### config.mk
export PLATFORM = sky130hd
export DESIGN_NAME = image_line_feeder
export DESIGN_NICKNAME = d
export VERILOG_FILES = /design/src/rtl/img_pkg.sv /design/src/rtl/intr_credit_counter.sv /design/src/rtl/image_line_feeder.sv
export SDC_FILE = /design/constraint.sdc
export NUM_CORES = 1
export LEC_CHECK = 0
export ABC_AREA = 1
export BUFFER_PORTS_ARGS = -buffer_cell sky130_fd_sc_hd__clkbuf_2
export CORE_MARGIN = 2
export CORE_UTILIZATION = 60
export CTS_CLUSTER_DIAMETER = 150
export DETAILED_ROUTE_END_ITERATION = 10
export PLACE_DENSITY = 0.85
export RECOVER_POWER = 25
export SLEW_MARGIN = 20
export SYNTH_ARGS = -nofsm -noshare
export SYNTH_HDL_FRONTEND = slang
export SYNTH_SLANG_ARGS = --single-unit
### constraint.sdc
create_clock -name axi_clk -period 3.3 [get_ports axi_clk]
set_input_delay 0.825 -clock axi_clk [delete_from_list [all_inputs] [get_ports axi_clk]]
set_output_delay 0.825 -clock axi_clk [all_outputs]
set_load 0.02 [all_outputs]
### src/rtl/img_pkg.sv
// img_pkg: shared constants and FSM state type for the image line feeder
// Ports: none (package only).
package img_pkg;
    localparam int IMG_WIDTH_DEF  = 512;
    localparam int IMG_HEIGHT_DEF = 512;
    localparam int PIX_W          = 8;
    localparam int CREDIT_W       = 3;
    localparam logic [CREDIT_W-1:0] CREDIT_MAX = '1;
    typedef enum logic [1:0] {S_IDLE, S_SEND, S_WAIT, S_FINISH} state_t;
endpackage

### src/rtl/intr_credit_counter.sv
// intr_credit_counter: rising-edge detect on the interrupt plus a saturating credit bank
// Ports: clk/rst clock and sync reset; i_en enables banking (cleared while low);
//        i_intr interrupt level; i_dec consume one credit; o_avail a credit is usable now.
module intr_credit_counter
    import img_pkg::*;
(
    input  logic clk,
    input  logic rst,
    input  logic i_en,
    input  logic i_intr,
    input  logic i_dec,
    output logic o_avail
);
    logic                r_intr_d;
    logic [CREDIT_W-1:0] r_count;
    logic                w_rise;
    logic                w_inc;

    assign w_rise  = i_intr & ~r_intr_d & i_en;
    // At saturation a rise only counts if it is being consumed in the same cycle
    assign w_inc   = w_rise & ((r_count != CREDIT_MAX) | i_dec);
    // A rise arriving this cycle can be spent immediately
    assign o_avail = (r_count != '0) | w_rise;

    always_ff @(posedge clk) begin
        if (rst) begin
            r_intr_d <= 1'b0;
            r_count  <= '0;
        end else begin
            r_intr_d <= i_intr;
            r_count  <= i_en ? r_count + CREDIT_W'(w_inc) - CREDIT_W'(i_dec) : '0;
        end
    end
endmodule

### src/rtl/image_line_feeder.sv
// image_line_feeder: streams an image from pixel memory as interrupt-paced line bursts
// Ports: axi_clk/axi_reset clock and sync reset; start/busy/done frame control;
//        mem_rd_en/mem_addr/mem_rd_data synchronous memory read port (1-cycle latency);
//        intr_in downstream interrupt level; pixel_data/pixel_data_valid output stream.
module image_line_feeder
    import img_pkg::*;
#(
    parameter int IMG_WIDTH   = IMG_WIDTH_DEF,
    parameter int IMG_HEIGHT  = IMG_HEIGHT_DEF,
    parameter int PRIME_LINES = 4,
    parameter int PAD_LINES   = 2,
    parameter int ADDR_W      = 18
) (
    input  logic              axi_clk,
    input  logic              axi_reset,
    input  logic              start,
    output logic              busy,
    output logic              done,
    output logic              mem_rd_en,
    output logic [ADDR_W-1:0] mem_addr,
    input  logic [PIX_W-1:0]  mem_rd_data,
    input  logic              intr_in,
    output logic [PIX_W-1:0]  pixel_data,
    output logic              pixel_data_valid
);
    localparam int TOTAL_LINES = IMG_HEIGHT + PAD_LINES;
    localparam int LINE_W      = $clog2(TOTAL_LINES + 1);
    localparam int COL_W       = (IMG_WIDTH > 1) ? $clog2(IMG_WIDTH) : 1;
    localparam logic [LINE_W-1:0] L_H     = LINE_W'(IMG_HEIGHT);
    localparam logic [LINE_W-1:0] L_END   = LINE_W'(TOTAL_LINES);
    localparam logic [LINE_W-1:0] L_PRIME = LINE_W'(PRIME_LINES);
    localparam logic [COL_W-1:0]  C_LAST  = COL_W'(IMG_WIDTH - 1);

    state_t              r_state;
    state_t              w_state_n;
    logic [LINE_W-1:0]   r_line;
    logic [COL_W-1:0]    r_col;
    logic [ADDR_W-1:0]   r_addr;
    logic                r_valid;
    logic                r_pad;
    logic                r_done;
    logic [LINE_W-1:0]   w_line_inc;
    logic                w_send;
    logic                w_pad;
    logic                w_last_col;
    logic                w_dec;
    logic                w_avail;

    intr_credit_counter u_credit (
        .clk     (axi_clk),
        .rst     (axi_reset),
        .i_en    (r_state != S_IDLE),
        .i_intr  (intr_in),
        .i_dec   (w_dec),
        .o_avail (w_avail)
    );

    assign w_send     = r_state == S_SEND;
    assign w_pad      = r_line >= L_H;
    assign w_last_col = r_col == C_LAST;
    assign w_line_inc = r_line + LINE_W'(1);

    always_comb begin
        w_state_n = r_state;
        w_dec     = 1'b0;
        case (r_state)
            S_IDLE:  w_state_n = start ? S_SEND : S_IDLE;
            S_SEND:  if (w_last_col) w_state_n = (w_line_inc == L_END) ? S_FINISH :
                                                 (w_line_inc < L_PRIME) ? S_SEND : S_WAIT;
            S_WAIT: begin
                w_dec     = w_avail;
                w_state_n = w_avail ? S_SEND : S_WAIT;
            end
            default: w_state_n = S_IDLE;
        endcase
    end

    always_ff @(posedge axi_clk) begin
        if (axi_reset) begin
            r_state <= S_IDLE;
            r_line  <= '0;
            r_col   <= '0;
            r_addr  <= '0;
            r_valid <= 1'b0;
            r_pad   <= 1'b0;
            r_done  <= 1'b0;
        end else begin
            r_state <= w_state_n;
            r_valid <= w_send;
            r_pad   <= w_pad;
            // FINISH lasts one cycle so done lands after the last pixel has left the pipe
            r_done  <= r_state == S_FINISH;
            if (r_state == S_IDLE && start) begin
                r_line <= '0;
                r_col  <= '0;
                r_addr <= '0;
            end else if (w_send) begin
                r_col <= w_last_col ? '0 : r_col + COL_W'(1);
                if (w_last_col) r_line <= w_line_inc;
                if (!w_pad) r_addr <= r_addr + ADDR_W'(1);
            end
        end
    end

    assign busy             = r_state != S_IDLE;
    assign done             = r_done;
    assign mem_rd_en        = w_send & ~w_pad;
    assign mem_addr         = r_addr;
    assign pixel_data_valid = r_valid;
    // Memory data arrives in the same cycle the registered valid does; pad lines force zero
    assign pixel_data       = (r_valid & ~r_pad) ? mem_rd_data : '0;
endmodule

==> results of run 1 <==
==> logic make-up after synthesis <==
kind of cell / after synthesis / share of synthesized area [%]
XOR/XNOR: 3 / 1.09
AND/OR/NAND/NOR: 161 / 31.2
flip-flops: 46 / 38.4
AO/OA/AOI/OAI: 57 / 12.8
adder cells (fa/ha/maj): 9 / 5.00
buffers and inverters: 72 / 11.6
==> where the power goes <==
group          switching, W  internal, W  leakage [nW]
combinational     0.0000667    0.0000296         0.775
clock              0.000191     0.000323        0.0714
sequential       0.00000848     0.000563         0.372
total              0.000266     0.000915          1.22
==> layout make-up <==
type	count	area [sq um]
Clock buffer	6	82.6
Clock inverter	2	60.1
Fill cell	312	967
Inverter	69	260
Multi-Input combinational cell	230	1200
Sequential cell	46	921
Tap cell	48	60.1
Timing Repair Buffer	41	195
==> routing by layer <==
layer  global-route usage [%]  up-vias
met1                     29.6      993
met2                     43.7       86
li1                         -     1175
met3                     5.00       12
met5                        0        -
met4                     8.42        0
==> path summary, 6_finish.rpt <==
| path | slack [ns] | endpoint | cells past startpoint |
|---|---|---|---|
| setup / recovery | 0.75 | r_line[6] | 6 |
| hold / removal | 0.47 | mem_addr[7] | 2 |
| setup reg to reg | 0.92 | r_line[6] | 6 |
| hold reg to reg | 0.47 | mem_addr[7] | 2 |
==> registers in the layout (all words and copies together) (netlist names) <==
| register | count |
|---|---|
| u_credit.r_intr_d | 1 |
| mem_addr | 18 |
| u_credit.r_count | 3 |
| r_state | 2 |
| r_pad | 1 |
| r_col | 9 |
| done | 1 |
| r_line | 10 |
| pixel_data_valid | 1 |
==> cell usage after synthesis, drive strengths merged (2+ instances only) <==
| cell | count |
|---|---|
| a21oi | 26 |
| and3 | 2 |
| clkbuf | 2 |
| dfxtp | 46 |
| ha | 8 |
| inv | 68 |
| nand2 | 79 |
| nand3 | 9 |
| nand4 | 5 |
| nor2 | 51 |
| nor3 | 12 |
| o21a | 2 |
| o21ai | 21 |
| o22ai | 6 |
| or2 | 2 |
| xor2 | 2 |
==> through the flow <==
step | cell area (sq um) | total power, W | cells | utilization, % | worst slack, ns
6_report | 2780 | 0.00118 | 442 | 74.2 | 0.747
5_1_grt | 2780 | 0.00123 | 442 | 74.2 | 0.488
4_1_cts | 2790 | 0.00119 | 442 | 74.5 | 1.02
3_5_place_dp | 2650 | 0.000681 | 434 | 70.7 | 0.737
3_3_place_gp | 2650 | 0.000679 | 434 | 70.7 | 0.837
2_1_floorplan | 2400 | 0.000653 | 348 | - | 0.966
==> worst reg2reg max path, stage by stage, from the launching register on <==
cell and delay [ns]:
dfxtp_1 0.43, nor2_1 0.11, a21oi_1 0.80, inv_2 0.29, nor2_2 0.27, inv_1 0.18, o22ai_1 0.20
==> metrics.md, run 1 <==
| Metric | Value |
|---|---|
| Status | `completed` |
| PortBufs | `41` |
| Setup_tns | `0 ns` |
| Hold Crit Start | `mem_addr[7]` |
| Largest area contributor in the netlist | `dfxtp_1` |
| Largest net degree at the start of global routing | `15` |
| Global-route wire length before repair | `8560 microns` |
| Crit. End Element | `flop` |
| Final ANT Viol Nets | `0` |
| Worst Tran Pin Value | `1.03 ns` |
| Crit start category | `input pin` |
| Hold_buf cts | `0` |
| DR WL met3 | `370 microns` |
| Die H | `67.3 microns` |
| Ys Warns | `0` |
| Hold WS | `0.471 ns` |
| Post-route DRC | `0` |
| Initial core utilization | `64.1%` |
| WL/cell | `11.4 microns` |
| FF+latch count, synth | `46` |
| RSZ-0062 raised after global routing | `no` |
| Critical-path top delay cell | `a21oi_1` |
| Leak | `1.22 nW` |
| Post-synth top area share | `38.4%` |
| CP Cell Sequence | `clkbuf_1 > a21oi_1 > inv_2 > nor2_2 > inv_1 > o22ai_1` |
| Cell area after synthesis | `2400 sq um` |
| Clk_skew | `0.00818 ns` |
| Post-synth EDFFs | `0` |
| Final Slew Violations | `0` |
| Async set-reset flop share out of synthesis | `0%` |
| GRT Residual Overflow | `0` |
| Worst reg2reg path startpoint | `r_state[1]` |
| Max FO, Critical Path | `14` |
| VDD IR max | `296 uV` |
| Mapped Nets | `369` |
| CP top delay family | `compound AO/OA/AOI/OAI gates` |
| Fin. Hold Viols | `0` |
| Final-report setup violation count | `0` |
| Max stage delay on crit path | `0.83 ns` |
| Clock-pin slew on the worst setup and hold paths | `0.08 ns` |
| TritonCTS Buffers | `5` |
| Total track usage | `24.6%` |
| CP arrival | `2.77 ns` |
| DRT Pass-1 Iters | `4` |
| Crit path buf inv count | `3` |
| Final net count | `414` |
| Mean area per synthesized cell | `6.90 sq um` |
| Layout cell share with drive strength beyond 1 | `15.5%` |
| CTS resizes | `0` |
| Max_slew headroom | `31.6%` |
| Max-cap violations | `0` |
| H-tree depth | `2` |
| Hpwl dp | `3730 microns` |
| M1 wire length | `2200 microns` |
| Synth Instances | `348` |
| Post-route clock period utilization | `77.4%` |
| Vias in the first global route | `2,059` |
| Worst hold path class | `reg -> reg` |
| Worst Setup SP | `axi_reset` |
| Root Buffer | `clkbuf_8` |
| TritonCTS clock tree | `done` |
| Sequential area share after synthesis | `38.4%` |
| Initial antenna violation count | `0` |
| Highest routed metal layer | `met4` |
| Placer Congestion | `0.843` |
| Setup bufs post-CTS | `0` |
| Power Density | `425 nW/um^2` |
| Ys flop type | `dfxtp_1` |
| Post-layout min period | `2.55 ns` |
| Clock latency on the worst-skew pair | `0.30 ns` |
| Area Overhead vs Synth | `15.6%` |
| Clk sink count | `46` |
| Setup CP Type | `in -> reg` |
| Max clock buf depth | `2` |
| Core area | `3740 sq um` |
| Die W | `67.3 microns` |
| Maximum clock frequency | `0.392 GHz` |
| DR vias | `2,266` |
| Netlist cell types | `31` |
| Vias per cell | `5.13` |
| ANT cells | `0` |
| Commonest non-fill, non-tap cells in the layout | `77 x nand2_1, 64 x inv_1, 46 x dfxtp_1, 42 x nor2_1, 33 x clkbuf_2` |
| Routed WL | `5060 microns` |
| Io pins | `42` |
| Rows | `22` |
| Largest cells by area after synthesis | `dfxtp_1 38%, nand2_1 12%, inv_1 10%` |
| Met2 wire length | `2390 microns` |
| Initial DRC count | `144` |
| Critical path required time | `3.51 ns` |
| Most common cell after layout, fill and taps aside | `nand2_1` |
| Total die area | `4520 sq um` |
No activity file was read; power rests on OpenSTA's default activity.
==> run 2, diff against run 1 <==
--- a/config.mk
+++ b/config.mk
@@ -8,10 +8,10 @@
 export ABC_AREA = 1
 export BUFFER_PORTS_ARGS = -buffer_cell sky130_fd_sc_hd__clkbuf_2
 export CORE_MARGIN = 2
-export CORE_UTILIZATION = 60
+export CORE_UTILIZATION = 55
 export CTS_CLUSTER_DIAMETER = 150
 export DETAILED_ROUTE_END_ITERATION = 10
-export PLACE_DENSITY = 0.85
+export PLACE_DENSITY = 0.79
 export RECOVER_POWER = 25
 export SLEW_MARGIN = 20
 export SYNTH_ARGS = -nofsm -noshare
==> constraint.sdc (replaced) <==
create_clock -name axi_clk -period 2.7 [get_ports axi_clk]
set_input_delay 0.675 -clock axi_clk [delete_from_list [all_inputs] [get_ports axi_clk]]
set_output_delay 0.675 -clock axi_clk [all_outputs]
set_load 0.02 [all_outputs]
==> metrics.md, run 2 (synthesis gave the netlist of run 1 again) <==
| Metric | Value |
|---|---|
| Status | `completed` |
| Final-report setup violation count | `0 (unchanged)` |
| Root Buffer | `clkbuf_8` |
| Routed WL | `4810 microns (-5.0%)` |
| Max-cap violations | `0 (unchanged)` |
| Finished Layout Cells | `447 (+1.1%)` |
| Final setup margin | `0.432 ns (-0.315 ns)` |
| Final ANT Viol Nets | `0 (unchanged)` |
| Global-route wire length before repair | `8380 microns (-2.0%)` |
| RSZ-0062 raised after global routing | `no` |
| Max FO, Critical Path | `14 (unchanged)` |
| CP arrival | `2.49 ns (-0.28 ns)` |
| Critical path's most frequent cell | `clkbuf_1` |
| Vias in the first global route | `2,063 (+0.19%)` |
| Worst hold path class | `reg -> reg` |
| Clk_skew | `0.00584 ns (-0.00234 ns)` |
| Initial DRC count | `122 (-15%)` |
| Power Density | `458 nW/um^2 (+7.7%)` |
| Vias per cell | `5.02 (-2.2%)` |
| Crit. End Element | `flop` |
| Setup bufs post-CTS | `0 (unchanged)` |
| Critical path required time | `2.92 ns (-0.59 ns)` |
| Die H | `70.1 microns (+4.2%)` |
| Place WS | `0.329 ns (-0.408 ns)` |
| Max clock buf depth | `2 (unchanged)` |
| PortBufs | `41 (unchanged)` |
| DR vias | `2,242 (-1.1%)` |
| Initial core utilization | `56.3% (-7.8 points)` |
| Final Slew Violations | `0 (unchanged)` |
| Initial antenna violation count | `0 (unchanged)` |
| WL/cell | `10.8 microns (-6.0%)` |
| Total track usage | `21.0% (-3.7 points)` |
| Placer Congestion | `0.810 (-3.9%)` |
| CP Cell Sequence | `clkbuf_1 > a21oi_1 > clkbuf_1 > inv_1 > nor2_4 > inv_2 > nor3_1` |
| Layout cell share with drive strength beyond 1 | `14.9% (-0.55 points)` |
| TritonCTS clock tree | `done` |
| Placed insts | `439 (+1.2%)` |
| VDD IR max | `270 uV (-8.8%)` |
| Clock-pin slew on the worst setup and hold paths | `0.09 ns (about the same)` |
| TritonCTS Buffers | `5 (unchanged)` |
| Commonest non-fill, non-tap cells in the layout | `77 x nand2_1, 65 x inv_1, 46 x dfxtp_1, 42 x nor2_1, 33 x clkbuf_2` |
| Clock latency on the worst-skew pair | `0.30 ns (about the same)` |
| Crit start category | `input pin` |
| Leak | `1.20 nW (-1.8%)` |
| DRT Pass-1 Iters | `4 (unchanged)` |
| Largest net degree at the start of global routing | `15 (unchanged)` |
| Fin area | `2730 sq um (-1.5%)` |
| Maximum clock frequency | `0.441 GHz` |
| CTS resizes | `0 (unchanged)` |
| Total die area | `4910 sq um (+8.5%)` |
| ANT cells | `0 (unchanged)` |
| Max_slew headroom | `62.1% (+30 points)` |
| Final net count | `415 (+0.24%)` |
| Critical-path top delay cell | `clkbuf_1` |
| Max reg flops | `18 (unchanged)` |
| Most common cell after layout, fill and taps aside | `nand2_1` |
| Post-route clock period utilization | `84.0%` |
| H-tree depth | `2 (unchanged)` |
| Die W | `70.1 microns (+4.2%)` |
| GRT Residual Overflow | `0 (unchanged)` |
| Clk sink count | `46 (unchanged)` |
| Area Overhead vs Synth | `13.9%` |
| Max stage delay on crit path | `0.47 ns (-0.36 ns)` |
| Fin. Hold Viols | `0 (unchanged)` |
| Hold_buf cts | `0 (unchanged)` |
| Worst Tran Pin Value | `0.569 ns (-0.456 ns)` |
| Post-route DRC | `0 (unchanged)` |
| Rows | `24 (+9.1%)` |
| Post-layout min period | `2.27 ns` |
| Core area | `4260 sq um (+14%)` |
| Setup_tns | `0 ns (unchanged)` |
| Setup CP Type | `in -> reg` |
| Cell Area, Placed | `2660 sq um (+0.47%)` |
| Filler Cell Count | `392 (+26%)` |
| Io pins | `42 (unchanged)` |
| Hpwl dp | `3680 microns (-1.4%)` |
## run 2: cell types whose count changed in the layout (fill, tap and decap cells not counted), sizes merged
cell	delta
bufinv	-2
clkbuf	+2
clkinv	+1
## run 2: path summary, 6_finish.rpt
check / from / slack (ns) / to / cells past startpoint
worst max-delay path: axi_reset / 0.43 / r_col[5] / 7
worst min-delay path: mem_addr[7] / 0.47 / mem_addr[7] / 2
worst max register to register: r_state[0] / 0.49 / r_col[5] / 7
worst min register to register: mem_addr[7] / 0.47 / mem_addr[7] / 2
## run 2: power by group
part	switching, W	internal, W	leakage, nW
clock network	0.000229	0.000207	0.0482
logic	0.0000820	0.0000363	0.777
registers	0.0000106	0.000687	0.372
total	0.000322	0.000931	1.20
## run 2: worst max-delay path: cells and delay by family
kind	cells	cell delay, ns
and+or+nand+nor	2	0.45
AOI/OAI and AO/OA	1	0.19
buffers and inverters	4	1.18
## run 2: metrics by stage
stage / hold WS, ns / total power [W] / util [%]
2_1_floorplan: 0.444 / 0.000798 / -
3_3_place_gp: 0.448 / 0.000832 / 62.4
3_5_place_dp: 0.459 / 0.000835 / 62.4
4_1_cts: 0.472 / 0.00126 / 64.5
5_1_grt: 0.501 / 0.00130 / 64.1
6_report: 0.470 / 0.00125 / 64.1
## run 2: routing by layer
metal	track usage (%)	wire, microns	up-vias
met2	35.9	2220	51
met1	25.1	2270	1000
met3	5.05	232	8
met4	8.76	82	0
met5	0	0	-
li1	-	-	1183
## run 2: layout make-up
class | instances | area [sq um] | area share, %
clock inverter | 1 | 5.00 | 0.183
clock buffer | 7 | 86.3 | 3.16
multi-input combinational | 230 | 1200 | 43.8
timing repair buffer | 42 | 199 | 7.28
inverter | 69 | 260 | 9.52
tap | 52 | 65.1 | 2.38
sequential | 46 | 921 | 33.7
